===== src/rtl/color_mixer_pkg.sv =====
`default_nettype none
// ============================================================================
// Package  : color_mixer_pkg
// Brief    : Shared types and constants for the colour-mixer ADC and PWM sides.
// Revision : 1.0 - initial release
// ============================================================================
package color_mixer_pkg;

    localparam int DUTY_W = 8;

    localparam int NUM_CH = 3;
    localparam int CH_R   = 0;
    localparam int CH_G   = 1;
    localparam int CH_B   = 2;

    typedef enum logic [0:0] {
        IDLE    = 1'b0,
        PENDING = 1'b1
    } pend_state_t;

endpackage
`default_nettype wire


===== src/rtl/rgb_pwm_driver_if.sv =====
`default_nettype none
// ============================================================================
// Interface : rgb_pwm_driver_if
// Brief     : Load/ack handshake, duty inputs and PWM outputs of rgb_pwm_driver.
// Revision  : 1.0 - initial release
// ============================================================================
interface rgb_pwm_driver_if
    import color_mixer_pkg::*;
#(
    parameter int WIDTH = DUTY_W
);
    logic             load;
    logic [WIDTH-1:0] duty_r;
    logic [WIDTH-1:0] duty_g;
    logic [WIDTH-1:0] duty_b;
    logic             of_r;
    logic             of_g;
    logic             of_b;
    logic             load_ack;
    logic             period_start;
    logic             pwm_r;
    logic             pwm_g;
    logic             pwm_b;

    modport master (
        output load, duty_r, duty_g, duty_b, of_r, of_g, of_b,
        input  load_ack, period_start, pwm_r, pwm_g, pwm_b
    );

    modport slave (
        input  load, duty_r, duty_g, duty_b, of_r, of_g, of_b,
        output load_ack, period_start, pwm_r, pwm_g, pwm_b
    );
endinterface
`default_nettype wire


===== src/rtl/pwm_channel.sv =====
`default_nettype none
// ============================================================================
// Module   : pwm_channel
// Brief    : One colour channel: pending/active duty+overflow and registered compare.
// Revision : 1.0 - initial release
// ============================================================================
module pwm_channel #(
    parameter int WIDTH      = 8,
    parameter int ACTIVE_LOW = 0
) (
    input  wire logic             clk,
    input  wire logic             rst,
    input  wire logic             i_capture,
    input  wire logic             i_apply_in,
    input  wire logic             i_apply_pend,
    input  wire logic [WIDTH-1:0] i_duty,
    input  wire logic             i_of,
    input  wire logic [WIDTH-1:0] i_cnt,
    output logic                  o_pwm
);
    localparam logic c_POL = (ACTIVE_LOW != 0);

    logic [WIDTH-1:0] r_pend_duty;
    logic             r_pend_of;
    logic [WIDTH-1:0] r_act_duty;
    logic             r_act_of;
    logic             r_pwm;

    always_ff @(posedge clk) begin
        if (rst) begin
            r_pend_duty <= '0;
            r_pend_of   <= 1'b0;
            r_act_duty  <= '0;
            r_act_of    <= 1'b0;
            r_pwm       <= c_POL;
        end else begin
            if (i_capture) begin
                r_pend_duty <= i_duty;
                r_pend_of   <= i_of;
            end
            // Active set only changes on the boundary edge, when cnt returns to 0.
            if (i_apply_in) begin
                r_act_duty <= i_duty;
                r_act_of   <= i_of;
            end else if (i_apply_pend) begin
                r_act_duty <= r_pend_duty;
                r_act_of   <= r_pend_of;
            end
            r_pwm <= (r_act_of | (i_cnt < r_act_duty)) ^ c_POL;
        end
    end

    assign o_pwm = r_pwm;

endmodule
`default_nettype wire


===== src/rtl/rgb_pwm_driver.sv =====
`default_nettype none
// ============================================================================
// Module   : rgb_pwm_driver
// Brief    : Three-channel PWM LED driver with period-aligned double-buffered duties.
// Revision : 1.0 - initial release
// ============================================================================
module rgb_pwm_driver
    import color_mixer_pkg::*;
#(
    parameter int WIDTH      = DUTY_W,
    parameter int PRESCALE   = 4,
    parameter int ACTIVE_LOW = 0
) (
    input  wire logic        clk,
    input  wire logic        reset,
    rgb_pwm_driver_if.slave  bus
);
    localparam int              c_PW        = (PRESCALE > 1) ? $clog2(PRESCALE) : 1;
    localparam logic [c_PW-1:0] c_PRESC_MAX = c_PW'(PRESCALE - 1);

    logic [c_PW-1:0]  r_presc;
    logic [WIDTH-1:0] r_cnt;
    logic             w_tick;
    logic             w_boundary;

    pend_state_t      r_state;
    pend_state_t      w_state_nxt;
    logic             w_capture;
    logic             w_apply_in;
    logic             w_apply_pend;
    logic             w_ack_nxt;

    logic             r_load_ack;
    logic             r_period_start;
    logic             r_post_reset;

    logic [WIDTH-1:0] w_duty_in [NUM_CH];
    logic             w_of_in   [NUM_CH];
    logic             w_pwm     [NUM_CH];

    assign w_tick     = (r_presc == c_PRESC_MAX);
    assign w_boundary = w_tick && (r_cnt == '1);

    always_ff @(posedge clk) begin
        if (reset) begin
            r_presc <= '0;
            r_cnt   <= '0;
        end else if (w_tick) begin
            r_presc <= '0;
            r_cnt   <= r_cnt + 1'b1;
        end else begin
            r_presc <= r_presc + 1'b1;
        end
    end

    always_ff @(posedge clk) begin
        if (reset) begin
            r_state <= IDLE;
        end else begin
            r_state <= w_state_nxt;
        end
    end

    // A load coinciding with the boundary bypasses the pending buffer entirely.
    always_comb begin
        w_state_nxt  = r_state;
        w_capture    = 1'b0;
        w_apply_in   = 1'b0;
        w_apply_pend = 1'b0;
        w_ack_nxt    = 1'b0;
        if (w_boundary) begin
            w_state_nxt = IDLE;
            if (bus.load) begin
                w_apply_in = 1'b1;
                w_ack_nxt  = 1'b1;
            end else if (r_state == PENDING) begin
                w_apply_pend = 1'b1;
                w_ack_nxt    = 1'b1;
            end
        end else if (bus.load) begin
            w_capture   = 1'b1;
            w_state_nxt = PENDING;
        end
    end

    always_ff @(posedge clk) begin
        if (reset) begin
            r_load_ack     <= 1'b0;
            r_period_start <= 1'b0;
            r_post_reset   <= 1'b1;
        end else begin
            r_load_ack     <= w_ack_nxt;
            r_period_start <= w_boundary | r_post_reset;
            r_post_reset   <= 1'b0;
        end
    end

    assign w_duty_in[CH_R] = bus.duty_r;
    assign w_duty_in[CH_G] = bus.duty_g;
    assign w_duty_in[CH_B] = bus.duty_b;
    assign w_of_in[CH_R]   = bus.of_r;
    assign w_of_in[CH_G]   = bus.of_g;
    assign w_of_in[CH_B]   = bus.of_b;

    for (genvar gi = 0; gi < NUM_CH; gi++) begin : g_ch
        pwm_channel #(
            .WIDTH      (WIDTH),
            .ACTIVE_LOW (ACTIVE_LOW)
        ) u_ch (
            .clk          (clk),
            .rst          (reset),
            .i_capture    (w_capture),
            .i_apply_in   (w_apply_in),
            .i_apply_pend (w_apply_pend),
            .i_duty       (w_duty_in[gi]),
            .i_of         (w_of_in[gi]),
            .i_cnt        (r_cnt),
            .o_pwm        (w_pwm[gi])
        );
    end

    assign bus.load_ack     = r_load_ack;
    assign bus.period_start = r_period_start;
    assign bus.pwm_r        = w_pwm[CH_R];
    assign bus.pwm_g        = w_pwm[CH_G];
    assign bus.pwm_b        = w_pwm[CH_B];

endmodule
`default_nettype wire


===== src/flat_wrapper.sv =====
// flat-port wrapper written by rule: the top's interface ports become plain ports
module rgb_pwm_driver_flat import color_mixer_pkg::*;
#(
    parameter int WIDTH      = DUTY_W,
    parameter int PRESCALE   = 4,
    parameter int ACTIVE_LOW = 0
)
  (clk, reset, bus_load, bus_duty_r, bus_duty_g, bus_duty_b, bus_of_r, bus_of_g, bus_of_b, bus_load_ack, bus_period_start, bus_pwm_r, bus_pwm_g, bus_pwm_b);
  rgb_pwm_driver_if #(.WIDTH(WIDTH)) bus_i ();
  input  wire logic clk;
  input  wire logic reset;
  input wire logic [$bits(bus_i.load)-1:0] bus_load;
  input wire logic [$bits(bus_i.duty_r)-1:0] bus_duty_r;
  input wire logic [$bits(bus_i.duty_g)-1:0] bus_duty_g;
  input wire logic [$bits(bus_i.duty_b)-1:0] bus_duty_b;
  input wire logic [$bits(bus_i.of_r)-1:0] bus_of_r;
  input wire logic [$bits(bus_i.of_g)-1:0] bus_of_g;
  input wire logic [$bits(bus_i.of_b)-1:0] bus_of_b;
  output wire logic [$bits(bus_i.load_ack)-1:0] bus_load_ack;
  output wire logic [$bits(bus_i.period_start)-1:0] bus_period_start;
  output wire logic [$bits(bus_i.pwm_r)-1:0] bus_pwm_r;
  output wire logic [$bits(bus_i.pwm_g)-1:0] bus_pwm_g;
  output wire logic [$bits(bus_i.pwm_b)-1:0] bus_pwm_b;
  assign bus_i.load = bus_load;
  assign bus_i.duty_r = bus_duty_r;
  assign bus_i.duty_g = bus_duty_g;
  assign bus_i.duty_b = bus_duty_b;
  assign bus_i.of_r = bus_of_r;
  assign bus_i.of_g = bus_of_g;
  assign bus_i.of_b = bus_of_b;
  assign bus_load_ack = bus_i.load_ack;
  assign bus_period_start = bus_i.period_start;
  assign bus_pwm_r = bus_i.pwm_r;
  assign bus_pwm_g = bus_i.pwm_g;
  assign bus_pwm_b = bus_i.pwm_b;
  rgb_pwm_driver #(.WIDTH(WIDTH), .PRESCALE(PRESCALE), .ACTIVE_LOW(ACTIVE_LOW)) u_core (.clk(clk), .reset(reset), .bus(bus_i));
endmodule

===== config.mk =====
export PLATFORM = sky130hd
export DESIGN_NAME = rgb_pwm_driver_flat
export DESIGN_NICKNAME = d
export VERILOG_FILES = /design/src/rtl/color_mixer_pkg.sv /design/src/rtl/rgb_pwm_driver_if.sv /design/src/rtl/pwm_channel.sv /design/src/rtl/rgb_pwm_driver.sv /design/src/flat_wrapper.sv
export SDC_FILE = /design/constraint.sdc
export NUM_CORES = 1
export LEC_CHECK = 0
export CAP_MARGIN = 20
export CELL_PAD_IN_SITES_DETAIL_PLACEMENT = 1
export CELL_PAD_IN_SITES_GLOBAL_PLACEMENT = 1
export CORE_ASPECT_RATIO = 1.2
export CORE_UTILIZATION = 32
export CTS_CLUSTER_SIZE = 28
export DETAILED_ROUTE_END_ITERATION = 8
export DONT_BUFFER_PORTS = 1
export PLACE_DENSITY = 0.58
export SYNTH_ARGS = -nofsm -noshare
export SYNTH_HDL_FRONTEND = slang
export SYNTH_HIERARCHICAL = 1
export SYNTH_SLANG_ARGS = --single-unit

===== constraint.sdc =====
create_clock -name clk -period 2.6 [get_ports clk]
set_clock_uncertainty 0.05 [all_clocks]
set_input_delay 0.26 -clock clk [delete_from_list [all_inputs] [get_ports clk]]
set_output_delay 0.26 -clock clk [all_outputs]
set_load 0.01 [all_outputs]

==> out/qor.yml, run 1 <==
outcome: "finished, final reports clean"
period_minus_slack_ns: 2.26
boundaryPins: 35
gr-total-overflow: 0
yosysSeqAreaShare_pct: 42.1
antenna_cells: 0
worstHoldPathCells: 2
ys_seq_elements: 71
fillers: 1160
finalWirelength_mm: 7.68
slew_viol_final: 0
reg2reg_depth: 8
routabilityCongestion: 0.677
port_buffers: 0
grt_pass1_wl_mm: 12.8
grt_max_degree: 70
syn-instance-count: 339
hold_viol_final: 0
yosys.area_share.adder_pct: 8.52
final_nets: 399
r2r_end: "u_core/g_ch[2].u_ch/r_act_duty[3]"
met2WireLength_mm: 3.82
max-slew-margin-rel_pct: 36.0
synth-simple-area-share_pct: 11.9
tightest_slew_ns: 0.960
initial_utilization_pct: 33.2
highest_layer: "met4"
clk_pin_slew_ns: 0.05
drtPass1Iterations: 4
wl_per_cell_um: 16.1
dp_hpwl_mm: 5.06
dieArea_um2: 11000
coreArea_um2: 10200
final_common_cell: "dfxtp_1"
syn-num-nets: 392
critical-path-top-delay-family: "simple AND/OR/NAND/NOR gates"
area_delta_synth_final_pct: 13.9
crit_arrival_ns: 2.42
drc: 0
setup_viol_count_final: 0
drive_above_1_share_pct: 14.6
synth_area_um2: 3380
synthXorXnorAreaFrac_pct: 1.04
peakVddDrop_v: 0.000284
grtUsageTotal_pct: 15.6
whs_endpoint: "u_core/g_ch[0].u_ch/r_pend_duty[1]"
r2r_slack_ns: 0.34
postLayoutCoreUtil_pct: 37.9
hold_start: "bus_duty_r[1]"
hold_path_class: "in2reg"
tritoncts.num_buffers: 9
period_share_pct: 86.8
clk_latency_ns: 0.33
tns_ns: 0
crit_buf_inv: 1
end_kind: "flop"
fin_ws_ns: 0.342
total_power_mw: 2.34
yosysWarnings: 6
layout_common_cells: "dfxtp_1, nor2_1, mux2i_1"
max_cap_violations: 0
cts_root_buf: "clkbuf_16"
num_rows: 40
dieHeight_um: 115
start_kind: "flop"
crit_type: "reg2reg"
reg2reg_from: "u_core/r_presc[0]"
synth_compound_area_share_pct: 5.93
p_leak_nw: 1.53
cts_htree_levels: 3
synth_cell_types: 30
fmax_mhz: 443
clockBufferDepth: 2
cp.required_ns: 2.76
avgViaCountPerCell: 4.98
postCtsSetupBuffers: 0
p_per_area_nw_per_um2: 607
cp_slowest_stage_delay_ns: 0.36
numClockSinks: 71
synth_mux_area_share_pct: 25.3
pre_cts_slack_ns: 0.345
drt_iter0_drc: 66
grt_pass1_vias: 2482
grt_antenna_before_repair: 0
met3_length_um: 302
cts_tree: "done"
syn_avg_cell_area_um2: 9.96
synth_top_family_by_area: "multiplexers"
die_x_um: 95.8
cp_max_fo: 17
cp_cell_sequence: "ha_1, nand4_4, or2_1, nor3b_2, buf_4, mux2_2, mux2i_1, nor2_1"
critPathSlowestCell: "mux2_2"
postRouteAntennaNets: 0
vias: 2372
rsz0062_at_grt: "false"
wl_met1_mm: 3.40
registers in the layout, summed over array words and instances (netlist names):
register                      count
u_core/g_ch.u_ch/r_act_of         3
u_core/r_presc                    2
u_core/g_ch.u_ch/r_act_duty      24
u_core/g_ch.u_ch/r_pend_of        3
u_core/r_cnt                      8
u_core/bus.period_start           1
u_core/bus.load_ack               1
u_core/r_state                    1
u_core/g_ch.u_ch/r_pend_duty     24
u_core/r_post_reset               1
u_core/g_ch.u_ch/o_pwm            3
synthesized netlist by cell type, drive strengths merged:
master	count	area (µm²)
o22ai	3	18.8
nand4	5	46.3
a21oi	10	50.1
buf	16	78.8
nand3b	3	22.5
inv	25	93.8
clkbuf	1	3.75
and2	2	12.5
mux2i	55	551
or3	3	18.8
xor2	3	26.3
xnor2	1	8.76
o21ai	6	30.0
nor3b	2	15.0
ha	23	288
nand2	6	22.5
nor2	62	233
or2	1	6.26
dfxtp	71	1420
nor3	1	5.00
nand2b	3	18.8
o21bai	1	7.51
mux2	27	304
a2111o	3	33.8
a211oi	6	60.1
worst reg2reg max path: cells and delay by family (launching register included):
kind,cells,cell delay (ns)
AND/OR/NAND/NOR,4,0.72
flip-flops,1,0.33
buffers and inverters,1,0.30
multiplexers,2,0.51
adder cells (fa/ha/maj),1,0.23
final cells by class:
class / count / area [µm²] / share of cell area (%)
Clock buffer: 14 / 254 / 6.60
Multi-Input combinational cell: 226 / 1780 / 46.4
Tap cell: 126 / 158 / 4.10
Sequential cell: 71 / 1420 / 37.0
Clock inverter: 1 / 5.00 / 0.130
Timing Repair Buffer: 13 / 130 / 3.38
Inverter: 25 / 93.8 / 2.44
metrics by stage:
step / cell area (µm²) / std cells / hold WS [ns]
floorplan: 3380 / 339 / 0.238
global placement: 3560 / 460 / 0.249
detailed placement: 3560 / 460 / 0.251
CTS: 3850 / 476 / 0.0150
global route: 3850 / 476 / 0.0173
finish: 3850 / 476 / 0.0283
routing by layer:
layer  GRT usage, %  up-vias
met5              0        -
met4           7.66        0
met3           4.18       13
met2           25.6       30
met1           18.7     1155
li1               -     1174
power breakdown:
group,internal [mW],switching [mW],total (mW)
logic,0.0441,0.0537,0.0978
registers,1.12,0.0159,1.14
clock network,0.666,0.434,1.10
worst max-delay path by stage:
| stage | from | endpoint | slack, ns | depth (start not counted) |
|---|---|---|---|---|
| after CTS | u_core/r_cnt[7] | u_core/g_ch[2].u_ch/r_act_duty[3] | 0.33 | 7 |
| after detailed placement | u_core/r_presc[0] | u_core/g_ch[2].u_ch/r_act_duty[3] | 0.35 | 8 |
| after floorplan | u_core/r_cnt[1] | u_core/g_ch[0].u_ch/r_act_duty[0] | 0.44 | 8 |
| final | u_core/r_presc[0] | u_core/g_ch[2].u_ch/r_act_duty[3] | 0.34 | 8 |
| after global placement | u_core/r_presc[0] | u_core/g_ch[0].u_ch/r_pend_duty[6] | 0.48 | 6 |
| after global routing | u_core/r_presc[0] | u_core/g_ch[1].u_ch/r_act_duty[0] | 0.18 | 8 |
cell families (layout without fill, tap and decap cells):
family | after synthesis | count (layout)
AO/OA/AOI/OAI | 29 | 29
adder cells (fa/ha/maj) | 23 | 23
buffers and inverters | 42 | 53
multiplexers | 82 | 82
AND/OR/NAND/NOR | 88 | 88
flip-flops | 71 | 71
XOR/XNOR | 4 | 4
what timing repair did:
item,CTS,global route
endpoints found under the hold margin,69,0
gates resized for setup,0,0
hold buffers,1,0
Note: power is estimated with default switching activity, not from simulation.
==> inputs of run 2 (changes only) <==
REMOVE_ABC_BUFFERS = 1   (was default)
==> run 2 against run 1 <==
Against the previous run: fmax shrank 0.89%; flip-flop and latch count is the same; final cell count shrank 0.63%; register-to-register slack lost 0.02 ns; critical path type unchanged.
==> out/qor.yml, run 2 (synthesized netlist as in run 1, its figures left out) <==
cts_root_buf: "clkbuf_16"
reg2reg_depth: 7
drt_iter0_drc: 65
coreArea_um2: 10200
r2r_end: "u_core/g_ch[1].u_ch/r_act_duty[5]"
hold_viol_final: 0
period_minus_slack_ns: 2.28
finalWirelength_mm: 7.52
dp_hpwl_mm: 4.90
reg_top3: "u_core/g_ch.u_ch/r_act_duty (24), u_core/g_ch.u_ch/r_pend_duty (24), u_core/r_cnt (8)"
end_kind: "flop"
grt_max_degree: 70
cp_cell_sequence: "nand4_4, or2_1, nor3b_2, buf_12, mux2_2, mux2i_1, nor2_1"
wl_per_cell_um: 15.9
reg2reg_from: "u_core/r_cnt[4]"
clk_pin_slew_ns: 0.06
crit_buf_inv: 1
routabilityCongestion: 0.669
start_kind: "flop"
die_x_um: 95.8
clockBufferDepth: 2
cp_max_fo: 27
p_per_area_nw_per_um2: 639
crit_type: "reg2reg"
peakVddDrop_v: 0.000263
final_nets: 395
grtUsageTotal_pct: 15.8
antenna_cells: 0
r2r_slack_ns: 0.32
hold_path_class: "in2reg"
design_area_um2: 3860
numClockSinks: 71
initial_utilization_pct: 33.2
slew_viol_final: 0
port_buffers: 0
holdWs_ns: 0.0168
postCtsSetupBuffers: 0
max-slew-margin-rel_pct: 36.7
crit_arrival_ns: 2.45
clk_latency_ns: 0.34
hold_start: "bus_duty_r[7]"
fin_ws_ns: 0.322
fmax_mhz: 439
dieArea_um2: 11000
cts_tree: "done"
postRouteAntennaNets: 0
tightest_slew_ns: 0.950
max_cap_violations: 0
drive_above_1_share_pct: 15.0
grt_pass1_wl_mm: 12.7
cp_slowest_stage_delay_ns: 0.52
dieHeight_um: 115
outcome: "finished, final reports clean"
tritoncts.num_buffers: 9
place_area_um2: 3530
grt_pass1_vias: 2586
gr-total-overflow: 0
cp.required_ns: 2.77
avgViaCountPerCell: 4.96
setup_viol_count_final: 0
period_share_pct: 87.6
drc: 0
critical-path-top-delay-family: "simple AND/OR/NAND/NOR gates"
critPathSlowestCell: "dfxtp_1"
p_leak_nw: 1.53
pre_cts_slack_ns: 0.331
boundaryPins: 35
grt_antenna_before_repair: 0
worstHoldPathCells: 2
whs_endpoint: "u_core/g_ch[0].u_ch/r_act_duty[7]"
final_common_cell: "dfxtp_1"
vias: 2346
num_rows: 40
fillers: 1164
drtPass1Iterations: 3
rsz0062_at_grt: "false"
ctsResizeCount: 0
cts_htree_levels: 3
area_delta_synth_final_pct: 14.2
layout_common_cells: "dfxtp_1, nor2_1, mux2i_1"
[run 2: cell count changes in the layout (fill, tap and decap cells not counted)]
cell,delta
buf_4,-4
bufinv_16,+1
clkbuf_1,-4
clkinv_2,+2
clkinvlp_4,+2
[run 2: final cells by class]
| cell class | instances | area [µm²] | share of cell area, % |
|---|---|---|---|
| inverters | 25 | 93.8 | 2.43 |
| well taps | 126 | 158 | 4.09 |
| clock inverters | 6 | 60.1 | 1.56 |
| repair buffers | 9 | 100 | 2.60 |
| multi-input cells | 226 | 1780 | 46.3 |
| flip-flops and latches | 71 | 1420 | 36.9 |
| clock buffers | 10 | 239 | 6.20 |
[run 2: metal layers]
layer	GRT usage, %	up-vias	wire, µm
met5	0	-	0
met4	7.66	0	214
met3	6.51	11	419
met2	26.0	32	3700
met1	17.4	1136	3180
li1	-	1167	-
[run 2: worst max-delay path by stage]
stage | start | to | slack [ns] | cells after the start
6_report | u_core/r_cnt[4] | u_core/g_ch[1].u_ch/r_act_duty[5] | 0.32 | 7
5_1_grt | u_core/r_cnt[4] | u_core/g_ch[2].u_ch/r_act_duty[0] | 0.16 | 7
4_1_cts | u_core/r_cnt[4] | u_core/g_ch[1].u_ch/r_act_duty[7] | 0.28 | 7
3_5_place_dp | u_core/r_cnt[4] | u_core/g_ch[1].u_ch/r_act_duty[7] | 0.33 | 7
3_3_place_gp | u_core/r_cnt[4] | u_core/g_ch[1].u_ch/r_act_of | 0.39 | 7
2_1_floorplan | u_core/r_presc[0] | u_core/g_ch[0].u_ch/r_act_duty[0] | -1.30 | 7
[run 2: metrics by stage]
step | power [mW] | utilization (%) | instances | setup TNS, ns
2_1_floorplan | 1.22 | - | 322 | -34.83
3_3_place_gp | 1.23 | 34.7 | 456 | 0
3_5_place_dp | 1.24 | 34.7 | 456 | 0
4_1_cts | 2.51 | 38.0 | 473 | 0
5_1_grt | 2.57 | 38.0 | 473 | 0
6_report | 2.47 | 38.0 | 473 | 0
[run 2: worst reg2reg max path, delay by kind of cell (launching register included)]
family / cells / cell delay, ns
mux: 2 / 0.51
simple gates: 4 / 0.82
flops: 1 / 0.52
buf+inv: 1 / 0.24
[run 2: report_power, final]
group	internal, mW	switching [mW]	leakage [nW]
clock network	0.762	0.470	0.144
logic	0.0440	0.0526	0.807
registers	1.12	0.0154	0.579
total	1.93	0.538	1.53
[run 2: what timing repair did]
item / in CTS / in global routing
endpoints found under the setup margin: 0 / 0
hold buffers: 1 / 0
hold endpoints to repair: 69 / 0
==> inputs of run 3 (changes only) <==
PLACE_DENSITY = 0.6   (was 0.58)
SKIP_LAST_GASP = 1   (was default)
SYNTH_HIERARCHICAL = default   (was 1)
==> run 3 against run 2 <==
Against the previous run: worst setup slack gained 0.17 ns; utilization shrank 0.13 points; first-iteration DRC count grew 62%; critical endpoint is now u_core.g_ch[1].u_ch.r_act_duty[0]; largest cell class unchanged; sequential share of layout area grew 0.50 points; critical path type unchanged.
==> out/qor.yml, run 3 <==
clockBufferDepth: 2
period_share_pct: 81.1
antenna_cells: 0
synth_area_um2: 3340
ys_top_cells_by_area: "dfxtp_1, ha_1, nand2_1, a21oi_1, a211oi_1"
cts_root_buf: "clkbuf_16"
fillers: 1165
hold_viol_final: 0
routabilityCongestion: 0.749
tns_ns: 0
area_delta_synth_final_pct: 14.0
grt_max_degree: 69
gr-total-overflow: 0
synthTopCellsByCount: "dfxtp_1, nand2_1, nor2_1"
layout_common_cells: "dfxtp_1, nand2_1, nor2_1"
grt_pass1_vias: 2830
p_leak_nw: 1.38
num_rows: 40
postCtsSetupBuffers: 0
yosysTopAreaCellShare_pct: 42.6
tightest_slew_ns: 0.520
die_x_um: 95.2
boundaryPins: 35
initial_utilization_pct: 33.2
crit_type: "reg2reg"
coreArea_um2: 10100
async_flop_share_pct: 0
peakVddDrop_v: 0.000292
finalWirelength_mm: 8.46
dieArea_um2: 10800
clk_pin_slew_ns: 0.06
synth_edf_count: 0
wl_per_cell_um: 16.3
max-slew-margin-rel_pct: 65.4
start_kind: "flop"
hold_path_class: "in2reg"
drtPass1Iterations: 4
drive_above_1_share_pct: 8.88
cp.required_ns: 2.79
vias: 2686
fmax_mhz: 474
outcome: "finished, final reports clean"
numClockSinks: 71
p_per_area_nw_per_um2: 672
drt_iter0_drc: 105
syn-instance-count: 395
synth_area_leader_cell: "dfxtp_1"
end_kind: "flop"
rsz0062_at_grt: "false"
period_minus_slack_ns: 2.11
syn_avg_cell_area_um2: 8.45
clk_latency_ns: 0.33
pre_cts_slack_ns: 0.466
avgViaCountPerCell: 5.17
dieHeight_um: 114
synth_cell_types: 37
final_common_cell: "dfxtp_1"
grt_pass1_wl_mm: 14.4
setup_viol_count_final: 0
tritoncts.num_buffers: 9
yosysSeqAreaShare_pct: 42.6
postRouteAntennaNets: 0
drc: 0
synthFlopType: "dfxtp_1"
fin_ws_ns: 0.492
grt_antenna_before_repair: 0
port_buffers: 0
cp_max_fo: 20
grtUsageTotal_pct: 17.7
final_nets: 442
slew_viol_final: 0
dp_hpwl_mm: 5.46
yosysWarnings: 0
reg_top3: "u_core.g_ch.u_ch.r_act_duty (24), u_core.g_ch.u_ch.r_pend_duty (24), u_core.r_cnt (8)"
crit_arrival_ns: 2.30
ctsResizeCount: 0
cts_tree: "done"
cts_htree_levels: 3
max_cap_violations: 0
ys_seq_elements: 71
yosysMostFrequentCell: "dfxtp_1"
[run 3: cell types whose count changed after synthesis, moves of 14 or more]
cell,previous run,this run
nand3b_1,3,17
nand2_1,6,62
o21ai_0,6,22
clkbuf_1,1,16
a21oi_1,10,32
a211oi_1,3,19
mux2i_1,55,1
mux2_2,21,0
nor2_1,62,37
[run 3: metrics by stage]
step	cell area [µm²]	util [%]	power, mW	cells	hold WS [ns]
after floorplan	3210	-	1.24	369	0.238
after global placement	3440	34.2	1.28	502	0.251
after detailed placement	3470	34.5	1.29	503	0.246
after CTS	3800	37.8	2.60	520	0.00205
after global routing	3800	37.8	2.67	520	0.00122
final	3800	37.8	2.56	520	0.0113
[run 3: repair_timing]
item,4_1_cts,5_1_grt
endpoints found under the hold margin,68,0
setup endpoints to repair,0,0
hold buffers,1,0
[run 3: worst paths after layout]
kind,startpoint,to,slack [ns],cells past startpoint
worst max-delay path,u_core.r_cnt[1],u_core.g_ch[1].u_ch.r_act_duty[0],0.49,6
worst min-delay path,bus_of_b,u_core.g_ch[2].u_ch.r_pend_of,0.01,2
worst max register to register,u_core.r_cnt[1],u_core.g_ch[1].u_ch.r_act_duty[0],0.49,6
worst min register to register,u_core.r_presc[0],u_core.r_presc[0],0.40,1
[run 3: routing by layer]
layer | vias to the layer above | global-route usage (%) | wire length [µm]
li1 | 1361 | - | -
met4 | 0 | 9.90 | 265
met5 | - | 0 | 0
met3 | 16 | 3.87 | 339
met1 | 1271 | 21.2 | 3800
met2 | 38 | 29.0 | 4050
[run 3: critical path, stage by stage, from the launching register on]
cell and delay [ns]:
dfxtp_1 0.50, ha_1 0.29, nand4_2 0.23, nor3_4 0.45, buf_12 0.22, nor2_1 0.05, a211oi_1 0.22
[run 3: cell type report]
type                            count  area [µm²]  share of cell area [%]
Tap cell                          126         158                    4.14
Clock buffer                       13         270                    7.10
Inverter                           25        93.8                    2.47
Multi-Input combinational cell    273        1700                    44.7
Timing Repair Buffer                9         120                    3.16
Clock inverter                      3        40.0                    1.05
Sequential cell                    71        1420                    37.4
[run 3: cells by family (layout without fill, tap and decap cells)]
kind of cell,after synthesis,in the layout,synth area share (%)
xor+xnor,7,7,1.84
simple gates,135,135,19.4
mux,1,1,0.300
flops,71,71,42.6
buf+inv,51,50,6.52
compound gates,107,107,20.8
fa+ha+maj,23,23,8.62
[run 3: power breakdown]
group / switching, mW / total [mW] / internal, mW
logic: 0.0908 / 0.148 / 0.0567
registers: 0.0162 / 1.14 / 1.12
clock network: 0.456 / 1.27 / 0.818
total: 0.563 / 2.56 / 1.99
